==> src/rtl/systolic_tile_sequencer.sv <==
// Multi-tile command sequencer for the systolic array.
// A command covers row_tiles x col_tiles output tiles. For each tile, in
// row-major order, the block issues the activation, weight and output
// requests, starts the array, waits for completion and for the writer to
// flush. It then returns one response per command.
// Optional build macro SYSTOLIC_SEQ_PERF_EN adds the resp_0_cycles latency
// counter output. Without it the port and counter are absent.
module systolic_tile_sequencer #(
    parameter int SYSTOLIC_ARRAY_DIM = 8,
    parameter int DATA_WIDTH_BITS    = 16,
    parameter int TILE_BITS          = 8
) (
    input  logic                 clock,
    input  logic                 reset,
    input  logic                 cmd_0_valid,
    output logic                 cmd_0_ready,
    input  logic [63:0]          cmd_0_act_addr,
    input  logic [63:0]          cmd_0_wgt_addr,
    input  logic [63:0]          cmd_0_out_addr,
    input  logic [19:0]          cmd_0_inner_dimension,
    input  logic [TILE_BITS-1:0] cmd_0_row_tiles,
    input  logic [TILE_BITS-1:0] cmd_0_col_tiles,
    output logic                 resp_0_valid,
    input  logic                 resp_0_ready,
    output logic                 weights_req_valid,
    input  logic                 weights_req_ready,
    output logic [33:0]          weights_req_len,
    output logic [63:0]          weights_req_addr_address,
    output logic                 activations_req_valid,
    input  logic                 activations_req_ready,
    output logic [33:0]          activations_req_len,
    output logic [63:0]          activations_req_addr_address,
    output logic                 vec_out_req_valid,
    input  logic                 vec_out_req_ready,
    output logic [33:0]          vec_out_req_len,
    output logic [63:0]          vec_out_req_addr_address,
    input  logic                 write_isFlushed_0_0,
    output logic                 sa_start,
    output logic [19:0]          sa_inner_dimension,
    input  logic                 sa_idle
`ifdef SYSTOLIC_SEQ_PERF_EN
    ,
    output logic [31:0]          resp_0_cycles
`endif
);

    localparam int          EB             = DATA_WIDTH_BITS / 8;
    // Bytes of one DIM-wide slice per unit of K; reader length is this times K.
    localparam logic [33:0] ROW_BYTES      = 34'(EB * SYSTOLIC_ARRAY_DIM);
    localparam logic [33:0] TILE_OUT_LEN   = 34'(EB * SYSTOLIC_ARRAY_DIM * SYSTOLIC_ARRAY_DIM);
    localparam logic [63:0] TILE_OUT_BYTES = 64'(EB * SYSTOLIC_ARRAY_DIM * SYSTOLIC_ARRAY_DIM);

    typedef enum logic [2:0] {
        S_IDLE,
        S_ISSUE,
        S_START,
        S_RUN,
        S_FLUSH,
        S_NEXT,
        S_RESP
    } state_t;

    state_t               r_state;
    state_t               w_state_next;

    // Running tile addresses: stepping by L or O avoids wide multipliers,
    // and 64-bit adders wrap naturally mod 2^64.
    logic [63:0]          r_act_addr;
    logic [63:0]          r_wgt_addr;
    logic [63:0]          r_wgt_base;
    logic [63:0]          r_out_addr;
    logic [33:0]          r_len;
    logic [19:0]          r_k;
    logic [TILE_BITS-1:0] r_rows;
    logic [TILE_BITS-1:0] r_cols;
    logic [TILE_BITS-1:0] r_i;
    logic [TILE_BITS-1:0] r_j;
    logic                 r_sent_w;
    logic                 r_sent_a;
    logic                 r_sent_o;
    logic                 r_run_first;

    logic                 w_cmd_fire;
    logic                 w_zero_cmd;
    logic                 w_fire_w;
    logic                 w_fire_a;
    logic                 w_fire_o;
    logic                 w_all_sent;
    logic                 w_last_col;
    logic                 w_last_row;

    assign w_cmd_fire = (r_state == S_IDLE) && cmd_0_valid;
    assign w_zero_cmd = (cmd_0_inner_dimension == 20'd0) ||
                        (cmd_0_row_tiles == '0) || (cmd_0_col_tiles == '0);
    assign w_fire_w   = (r_state == S_ISSUE) && !r_sent_w && weights_req_ready;
    assign w_fire_a   = (r_state == S_ISSUE) && !r_sent_a && activations_req_ready;
    assign w_fire_o   = (r_state == S_ISSUE) && !r_sent_o && vec_out_req_ready;
    // A channel counts as sent if it fired earlier or fires this cycle.
    assign w_all_sent = (r_sent_w || w_fire_w) && (r_sent_a || w_fire_a) && (r_sent_o || w_fire_o);
    assign w_last_col = (r_j == r_cols - TILE_BITS'(1));
    assign w_last_row = (r_i == r_rows - TILE_BITS'(1));

    assign weights_req_len              = r_len;
    assign weights_req_addr_address     = r_wgt_addr;
    assign activations_req_len          = r_len;
    assign activations_req_addr_address = r_act_addr;
    assign vec_out_req_len              = TILE_OUT_LEN;
    assign vec_out_req_addr_address     = r_out_addr;
    assign sa_inner_dimension           = r_k;

    // State register, command latch, tile walk and per-channel sent flags
    always_ff @(posedge clock) begin
        if (reset) begin
            r_state     <= S_IDLE;
            r_act_addr  <= '0;
            r_wgt_addr  <= '0;
            r_wgt_base  <= '0;
            r_out_addr  <= '0;
            r_len       <= '0;
            r_k         <= '0;
            r_rows      <= '0;
            r_cols      <= '0;
            r_i         <= '0;
            r_j         <= '0;
            r_sent_w    <= 1'b0;
            r_sent_a    <= 1'b0;
            r_sent_o    <= 1'b0;
            r_run_first <= 1'b0;
        end else begin
            r_state <= w_state_next;
            case (r_state)
                S_IDLE: begin
                    if (w_cmd_fire) begin
                        r_act_addr <= cmd_0_act_addr;
                        r_wgt_addr <= cmd_0_wgt_addr;
                        r_wgt_base <= cmd_0_wgt_addr;
                        r_out_addr <= cmd_0_out_addr;
                        r_len      <= ROW_BYTES * 34'(cmd_0_inner_dimension);
                        r_k        <= cmd_0_inner_dimension;
                        r_rows     <= cmd_0_row_tiles;
                        r_cols     <= cmd_0_col_tiles;
                        r_i        <= '0;
                        r_j        <= '0;
                        r_sent_w   <= 1'b0;
                        r_sent_a   <= 1'b0;
                        r_sent_o   <= 1'b0;
                    end
                end
                S_ISSUE: begin
                    if (w_fire_w) r_sent_w <= 1'b1;
                    if (w_fire_a) r_sent_a <= 1'b1;
                    if (w_fire_o) r_sent_o <= 1'b1;
                end
                S_START: begin
                    // Arms the one-cycle blanking of sa_idle on RUN entry.
                    r_run_first <= 1'b1;
                end
                S_RUN: begin
                    r_run_first <= 1'b0;
                end
                S_NEXT: begin
                    r_sent_w   <= 1'b0;
                    r_sent_a   <= 1'b0;
                    r_sent_o   <= 1'b0;
                    r_out_addr <= r_out_addr + TILE_OUT_BYTES;
                    if (w_last_col) begin
                        r_j        <= '0;
                        r_i        <= r_i + TILE_BITS'(1);
                        r_act_addr <= r_act_addr + {30'd0, r_len};
                        r_wgt_addr <= r_wgt_base;
                    end else begin
                        r_j        <= r_j + TILE_BITS'(1);
                        r_wgt_addr <= r_wgt_addr + {30'd0, r_len};
                    end
                end
                default: begin
                end
            endcase
        end
    end

    // Next-state decode and handshake outputs
    always_comb begin
        w_state_next          = r_state;
        cmd_0_ready           = 1'b0;
        resp_0_valid          = 1'b0;
        weights_req_valid     = 1'b0;
        activations_req_valid = 1'b0;
        vec_out_req_valid     = 1'b0;
        sa_start              = 1'b0;
        case (r_state)
            S_IDLE: begin
                cmd_0_ready = 1'b1;
                if (cmd_0_valid) begin
                    w_state_next = w_zero_cmd ? S_RESP : S_ISSUE;
                end
            end
            S_ISSUE: begin
                weights_req_valid     = !r_sent_w;
                activations_req_valid = !r_sent_a;
                vec_out_req_valid     = !r_sent_o;
                if (w_all_sent) w_state_next = S_START;
            end
            S_START: begin
                if (sa_idle) begin
                    sa_start     = 1'b1;
                    w_state_next = S_RUN;
                end
            end
            S_RUN: begin
                // The array may still report idle in the cycle right after start.
                if (!r_run_first && sa_idle) w_state_next = S_FLUSH;
            end
            S_FLUSH: begin
                if (write_isFlushed_0_0 && vec_out_req_ready) w_state_next = S_NEXT;
            end
            S_NEXT: begin
                w_state_next = (w_last_col && w_last_row) ? S_RESP : S_ISSUE;
            end
            S_RESP: begin
                resp_0_valid = 1'b1;
                if (resp_0_ready) w_state_next = S_IDLE;
            end
            default: begin
                w_state_next = S_IDLE;
            end
        endcase
    end

`ifdef SYSTOLIC_SEQ_PERF_EN
    logic [31:0] r_cycles;

    // Command latency: first post-fire cycle counts as 1, frozen from RESP on
    always_ff @(posedge clock) begin
        if (reset) begin
            r_cycles <= '0;
        end else if (w_cmd_fire) begin
            r_cycles <= 32'd1;
        end else if ((r_state != S_IDLE) && (r_state != S_RESP) && (r_cycles != '1)) begin
            r_cycles <= r_cycles + 32'd1;
        end
    end

    assign resp_0_cycles = r_cycles;
`endif

endmodule

==> config.mk <==
export PLATFORM = sky130hd
export DESIGN_NAME = systolic_tile_sequencer
export DESIGN_NICKNAME = d
export VERILOG_FILES = /design/src/rtl/systolic_tile_sequencer.sv
export SDC_FILE = /design/constraint.sdc
export NUM_CORES = 1
export LEC_CHECK = 0
export BUFFER_PORTS_ARGS = -buffer_cell sky130_fd_sc_hd__buf_2
export CAP_MARGIN = 10
export CORE_AREA = 3 3 183 275
export CTS_CLUSTER_DIAMETER = 100
export DETAILED_ROUTE_END_ITERATION = 8
export DIE_AREA = 0 0 186 278
export GPL_ROUTABILITY_DRIVEN = 0
export SYNTH_ARGS = -nofsm -noshare
export SYNTH_HDL_FRONTEND = slang
export SYNTH_SLANG_ARGS = --single-unit
==> constraint.sdc <==
create_clock -name clock -period 8.65 [get_ports clock]
set_input_delay 0.4325 -clock clock [delete_from_list [all_inputs] [get_ports clock]]
set_output_delay 0.4325 -clock clock [all_outputs]
set_load 0.005 [all_outputs]
==> results.yml, run 1 <==
clock_network:
  clockBufferDepth: 3
  cts_resized: 0
  postCtsHoldBufs: 0
  postCtsSetupBuffers: 0
  cts_buffers: 35
  clk_latency_ps: 530
  clk_pin_slew_ps: 60
  htreeDepth: 2
  clock_sink_count: 315
  clockRootBuffer: "clkbuf_16"
  cts_tree: "done"
critical_path:
  setup.worst_path.start: "r_cols[0]$_SDFFE_PP0P_"
  cp_top_family: "compound AO/OA/AOI/OAI gates"
  path_depth: 11
  crit_chain: "inv_1 > ha_1 > xnor2_1 > a311o_1 > a2111o_1 > a21o_1 > buf_4 > o21ai_4 > buf_4 > nand2_1 > o21ai_0"
  worstRegToRegCells: 11
  slowest_delay_ps: 620
  path_buf_inv: 3
  critPathKind: "flip-flop to flip-flop"
  slowest_stage: "buf_4"
  critPathMaxFanout: 62
  crit-reg2reg-launch: "r_cols[0]$_SDFFE_PP0P_"
  cp.required_ps: 9100
  endpoint_kind: "flip-flop"
  critical_path.most_common_cell: "buf_4"
  cp-start-kind: "flip-flop"
  cp.arrival_ps: 4340
power_and_ir_drop:
  p_comb_share_pct: 37.8
  vdd_drop_max_mv: 0.167
  power.internal_uw: 3730
  seqPwrFrac_pct: 36.0
  power.switching_uw: 2590
  p_leak_uw: 0.00948
  switching_share_pct: 41.0
  clkPwrFrac_pct: 26.1
  finalPower_uw: 6320
  p_per_area_mw_per_mm2: 280
floorplan:
  die_h_um: 278
  core.rowCount: 99
  dieArea_sq_mm: 0.0517
  start_util_pct: 39.7
  die_x_um: 186
  coreArea_sq_mm: 0.0483
  ios: 557
detailed_routing:
  highest_layer: "met5"
  ant_nets: 0
  vias: 21117
  first_pass_iters: 6
  drtIter0Drc: 1396
  wl_met2_mm: 36.4
  route.detailed.vias_per_inst: 5.86
  wire_per_inst_um: 20.8
  met1_length_mm: 27.7
  drt-total-wl_mm: 75.0
  route.met3.wl_mm: 5.18
  drc: 0
worst_hold_path:
  hold_path_class: "input pin to flip-flop"
  hold_start: "cmd_0_out_addr[56]"
  holdPathStages: 3
yosys:
  yosys_most_used_dff: "dfxtp_1"
  ys_seq_elements: 315
  netlist_area_sq_mm: 0.0192
  ys_seq_area_share_pct: 32.9
  yosysMostFrequentCell: "nand2_1"
  ys_top_cells_by_area: "dfxtp_1, nand2_1, a21oi_1"
  synth.distinct_cells: 94
  yosysWarnings: 0
  synth_cells: 2626
  async_reset_ff_share_pct: 0
  synth.cells.most_frequent: "nand2_1, dfxtp_1, a21oi_1"
  synth_edf_count: 0
  synth_top_area_cell: "dfxtp_1"
  avgSynthCellArea_sq_um: 7.31
  synth_top_area_share_pct: 32.9
outcome:
  status: "completed"
cells_and_area:
  drive_gt1_share_pct: 21.1
  num-fill-cells: 4917
  syn_to_final_growth_pct: 17.8
  final_cell_area_sq_mm: 0.0226
  num-nets-final: 3251
place:
  io_buffer_count: 494
  dpl_cell_area_sq_mm: 0.0213
  pre_cts_slack_ps: 4840
  dpl.hpwl_mm: 53.6
sta:
  fin_worst_skew_ps: 15.5
  drv_slew: 0
  timing.setup.tns_ps: 0
  period_minus_slack_ps: 3890
  hold_viol: 0
  setup_ws_ps: 4760
  tightestPinTransition_ps: 1100
  holdWs_ps: 134
  slew_headroom_pct: 26.6
  timing.fmax_mhz: 257
  rsz0062_at_grt: "false"
  finalSetupViolations: 0
  min_period_over_period_pct: 44.9
global_routing:
  grt_pass1_vias: 20262
  overflow: 0
  grt_max_degree: 167
  grt_pass1_wl_mm: 113
  antenna_found_initial: 12
  grt_usage_pct: 27.3
job:
  max_cap_violations: 0
-- area by class of cell --
class / instances / area (sq um) / share of cell area (%)
Timing Repair Buffer: 516 / 2660 / 11.7
Clock buffer: 48 / 1020 / 4.53
Multi-Input combinational cell: 2055 / 11500 / 50.7
Clock inverter: 13 / 221 / 0.979
Inverter: 44 / 165 / 0.730
Antenna cell: 8 / 20.0 / 0.0885
Sequential cell: 315 / 6310 / 27.9
Tap cell: 606 / 758 / 3.35
-- logic make-up after synthesis --
family | Yosys count | synth area share [%]
flops | 315 | 32.9
mux | 10 | 0.541
xor+xnor | 60 | 2.81
other cells | 2 | 0.0391
buf+inv | 316 | 8.76
simple gates | 1089 | 25.7
fa+ha+maj | 47 | 3.14
compound gates | 787 | 26.1
-- metal layers --
layer / vias up / GRT usage, %
met1: 9937 / 30.5
met5: - / 0
met4: 2 / 18.3
met3: 223 / 4.98
li1: 10018 / -
met2: 937 / 47.0
-- tightest hold or removal path, stage by stage --
cell and delay [ps]:
buf_2 80, a21oi_1 50, nor2_1 70
-- metrics by stage --
| step | utilization [%] | cells |
|---|---|---|
| after floorplan | - | 2686 |
| after global placement | 44.2 | 3535 |
| after detailed placement | 44.2 | 3535 |
| after CTS | 46.8 | 3596 |
| after global routing | 46.8 | 3602 |
| final | 46.8 | 3605 |
-- worst paths after layout --
kind | slack, ps | end
max | 4760 | activations_req_addr_address[28]$_SDFFE_PP0P_
min | 130 | vec_out_req_addr_address[56]$_SDFFE_PP0P_
max reg2reg | 4760 | activations_req_addr_address[28]$_SDFFE_PP0P_
min reg2reg | 450 | r_wgt_base[44]$_SDFFE_PP0P_
-- flip-flops by register name (all words and copies together) (netlist names), 20 cells and up --
name                          count
r_wgt_base                       64
sa_inner_dimension               20
vec_out_req_addr_address         64
weights_req_addr_address         64
activations_req_addr_address     64
-- cells in the final DEF (no fill, tap or decap), types with 35 or more instances in the layout --
cell type,n
buf_2,493
nand2_1,490
dfxtp_1,315
a21oi_1,303
nor2_1,214
o21ai_0,144
nand3_1,84
nor3_1,78
conb_1,62
a31oi_1,47
ha_1,45
inv_1,43
nand4_1,43
and3_1,39
a211oi_1,38
clkbuf_16,35
-- power by group through the flow --
stage	Sequential [uW]	Clock [uW]	Combinational, uW
5_1_grt	2330	1740	2660
3_5_place_dp	2300	0	2380
3_3_place_gp	2280	0	2340
6_report	2280	1650	2390
2_1_floorplan	2160	0	1620
4_1_cts	2270	1690	2390
(Power assumes the default switching activity.)
==> run 2, diff against run 1 <==
--- a/config.mk
+++ b/config.mk
@@ -12,6 +12,7 @@
 export DETAILED_ROUTE_END_ITERATION = 8
 export DIE_AREA = 0 0 186 278
 export GPL_ROUTABILITY_DRIVEN = 0
+export PLACE_DENSITY = 0.66
 export SYNTH_ARGS = -nofsm -noshare
 export SYNTH_HDL_FRONTEND = slang
 export SYNTH_SLANG_ARGS = --single-unit
==> constraint.sdc (replaced) <==
create_clock -name clock -period 3.3 [get_ports clock]
set_input_delay 0.165 -clock clock [delete_from_list [all_inputs] [get_ports clock]]
set_output_delay 0.165 -clock clock [all_outputs]
set_load 0.005 [all_outputs]
==> run 2 against run 1 <==
Net effect: register-to-register slack got worse by 4700 ps; clock power rose by 150%; first-iteration DRC count rose by 31%; combinational power rose to 3.0 times the previous value; core utilization rose by 5.6 points; largest cell class unchanged.
==> results.yml, run 2 (same netlist as run 1, synthesis figures left out) <==
cells_and_area:
  final_cell_mix: "buf_2, nand2_1, dfxtp_1"
  layout_commonest_cell: "buf_2"
  final_cells: 3874
  num-nets-final: 3528
  drive_gt1_share_pct: 21.4
  syn_to_final_growth_pct: 32.0
  num-fill-cells: 4541
global_routing:
  grt_pass1_vias: 22196
  antenna_found_initial: 1
  grt_usage_pct: 29.4
  grt_pass1_wl_mm: 122
  overflow: 0
  grt_max_degree: 103
detailed_routing:
  drtIter0Drc: 1829
  wire_per_inst_um: 20.8
  route.detailed.vias_per_inst: 5.90
  drt-total-wl_mm: 80.6
  ant_nets: 0
  drc: 0
  vias: 22854
  first_pass_iters: 6
critical_path:
  cp.required_ps: 3750
  critPathMaxFanout: 5
  cp.arrival_ps: 3640
  critPathKind: "flip-flop to flip-flop"
  worstRegToRegCells: 13
  setup.worst_path.start: "sa_inner_dimension[0]$_SDFFE_PP0P_"
  endpoint_kind: "flip-flop"
  reg2reg_slack_ps: 110
  crit-reg2reg-launch: "sa_inner_dimension[0]$_SDFFE_PP0P_"
  cp-start-kind: "flip-flop"
  regToRegEndpoint: "weights_req_addr_address[42]$_SDFFE_PP0P_"
clock_network:
  clk_pin_slew_ps: 60
  htreeDepth: 2
  clock_sink_count: 315
  postCtsSetupBuffers: 0
  cts_tree: "done"
  clk_latency_ps: 530
  clockRootBuffer: "clkbuf_16"
  cts_buffers: 36
  clockBufferDepth: 3
sta:
  min_period_over_period_pct: 96.6
  hold_viol: 0
  timing.setup.tns_ps: 0
  fin_worst_skew_ps: 15.2
  timing.fmax_mhz: 314
  drv_slew: 0
  rsz0062_at_grt: "false"
  tightestPinTransition_ps: 1020
  period_minus_slack_ps: 3190
  finalSetupViolations: 0
  slew_headroom_pct: 31.8
worst_hold_path:
  whs_endpoint: "activations_req_addr_address[60]$_SDFFE_PP0P_"
  hold_path_class: "input pin to flip-flop"
  holdPathStages: 3
  hold_start: "cmd_0_act_addr[60]"
floorplan:
  core.rowCount: 99
  start_util_pct: 39.7
  die_x_um: 186
  coreArea_sq_mm: 0.0483
  ios: 557
  die_h_um: 278
  dieArea_sq_mm: 0.0517
power_and_ir_drop:
  p_per_area_mw_per_mm2: 675
  p_leak_uw: 0.0107
  vdd_drop_max_mv: 0.402
place:
  dpl.hpwl_mm: 57.6
  io_buffer_count: 494
  dp_cells: 3605
job:
  max_cap_violations: 0
outcome:
  status: "completed"
## run 2: cell types whose count changed in the layout (fill, tap and decap cells not counted), moves of 2 or more
cell           previous run  this run
dlygate4sd3_1             0       206
buf_4                    20        75
buf_12                    1        16
diode_2                   8         2
clkbuf_1                  3         8
bufinv_16                 6         2
clkinv_2                  5         2
clkbuf_16                35        37
## run 2: how the worst max path moves through the flow
stage	end	slack, ps
6_report	weights_req_addr_address[42]$_SDFFE_PP0P_	110
5_1_grt	weights_req_addr_address[42]$_SDFFE_PP0P_	6
4_1_cts	r_j[2]$_SDFFE_PP0P_	8
3_5_place_dp	r_j[2]$_SDFFE_PP0P_	30
3_3_place_gp	weights_req_addr_address[42]$_SDFFE_PP0P_	50
2_1_floorplan	weights_req_addr_address[28]$_SDFFE_PP0P_	290
## run 2: power by group
group          leakage (uW)  switching [uW]  internal, uW
logic               0.00755            4270          2860
registers           0.00259            1140          4750
clock network      0.000575            1680          2410
## run 2: worst max-delay path: stages (launching register included)
cell	delay, ps
dfxtp_1	350
ha_1	180
inv_1	60
fa_1	410
nor2b_2	170
o2111ai_2	170
a31o_2	320
a2111oi_2	370
buf_4	220
o21ai_0	170
buf_4	200
nor3b_1	200
o21ai_0	130
a31oi_1	180
## run 2: metal layers
layer / part of all wire [%] / up-vias / track usage (%)
li1: - / 10575 / -
met1: 36 / 10699 / 32.5
met2: 48 / 1264 / 50.7
met3: 7.3 / 316 / 5.20
met4: 7.8 / 0 / 20.2
met5: 0 / - / 0
## run 2: cell type report
cell class	count	area [sq um]	area share (%)
multi-input cells	2055	11500	45.4
clock inverters	6	87.6	0.346
flip-flops and latches	315	6310	24.9
repair buffers	792	5440	21.5
inverters	44	165	0.652
clock buffers	54	1080	4.26
well taps	606	758	2.99
diodes	2	5.00	0.0198
## run 2: metrics by stage
step,util [%],cell area [sq um],setup slack [ps],hold slack (ps),total power [uW]
global placement,45.7,22100,51.3,400,12600
finish,52.4,25300,112,32.6,17100
global route,52.4,25300,5.52,14.8,18100
CTS,52.4,25300,8.13,2.02,17100
floorplan,-,19400,291,299,9910
detailed placement,45.7,22100,32.9,411,12700
## run 2: repair_timing
| item | CTS | global route |
|---|---|---|
| hold buffers | 206 | 0 |
| endpoints found under the hold margin | 217 | 0 |
| endpoints found under the setup margin | 1 | 10 |
| gates resized for setup | 2 | 6 |
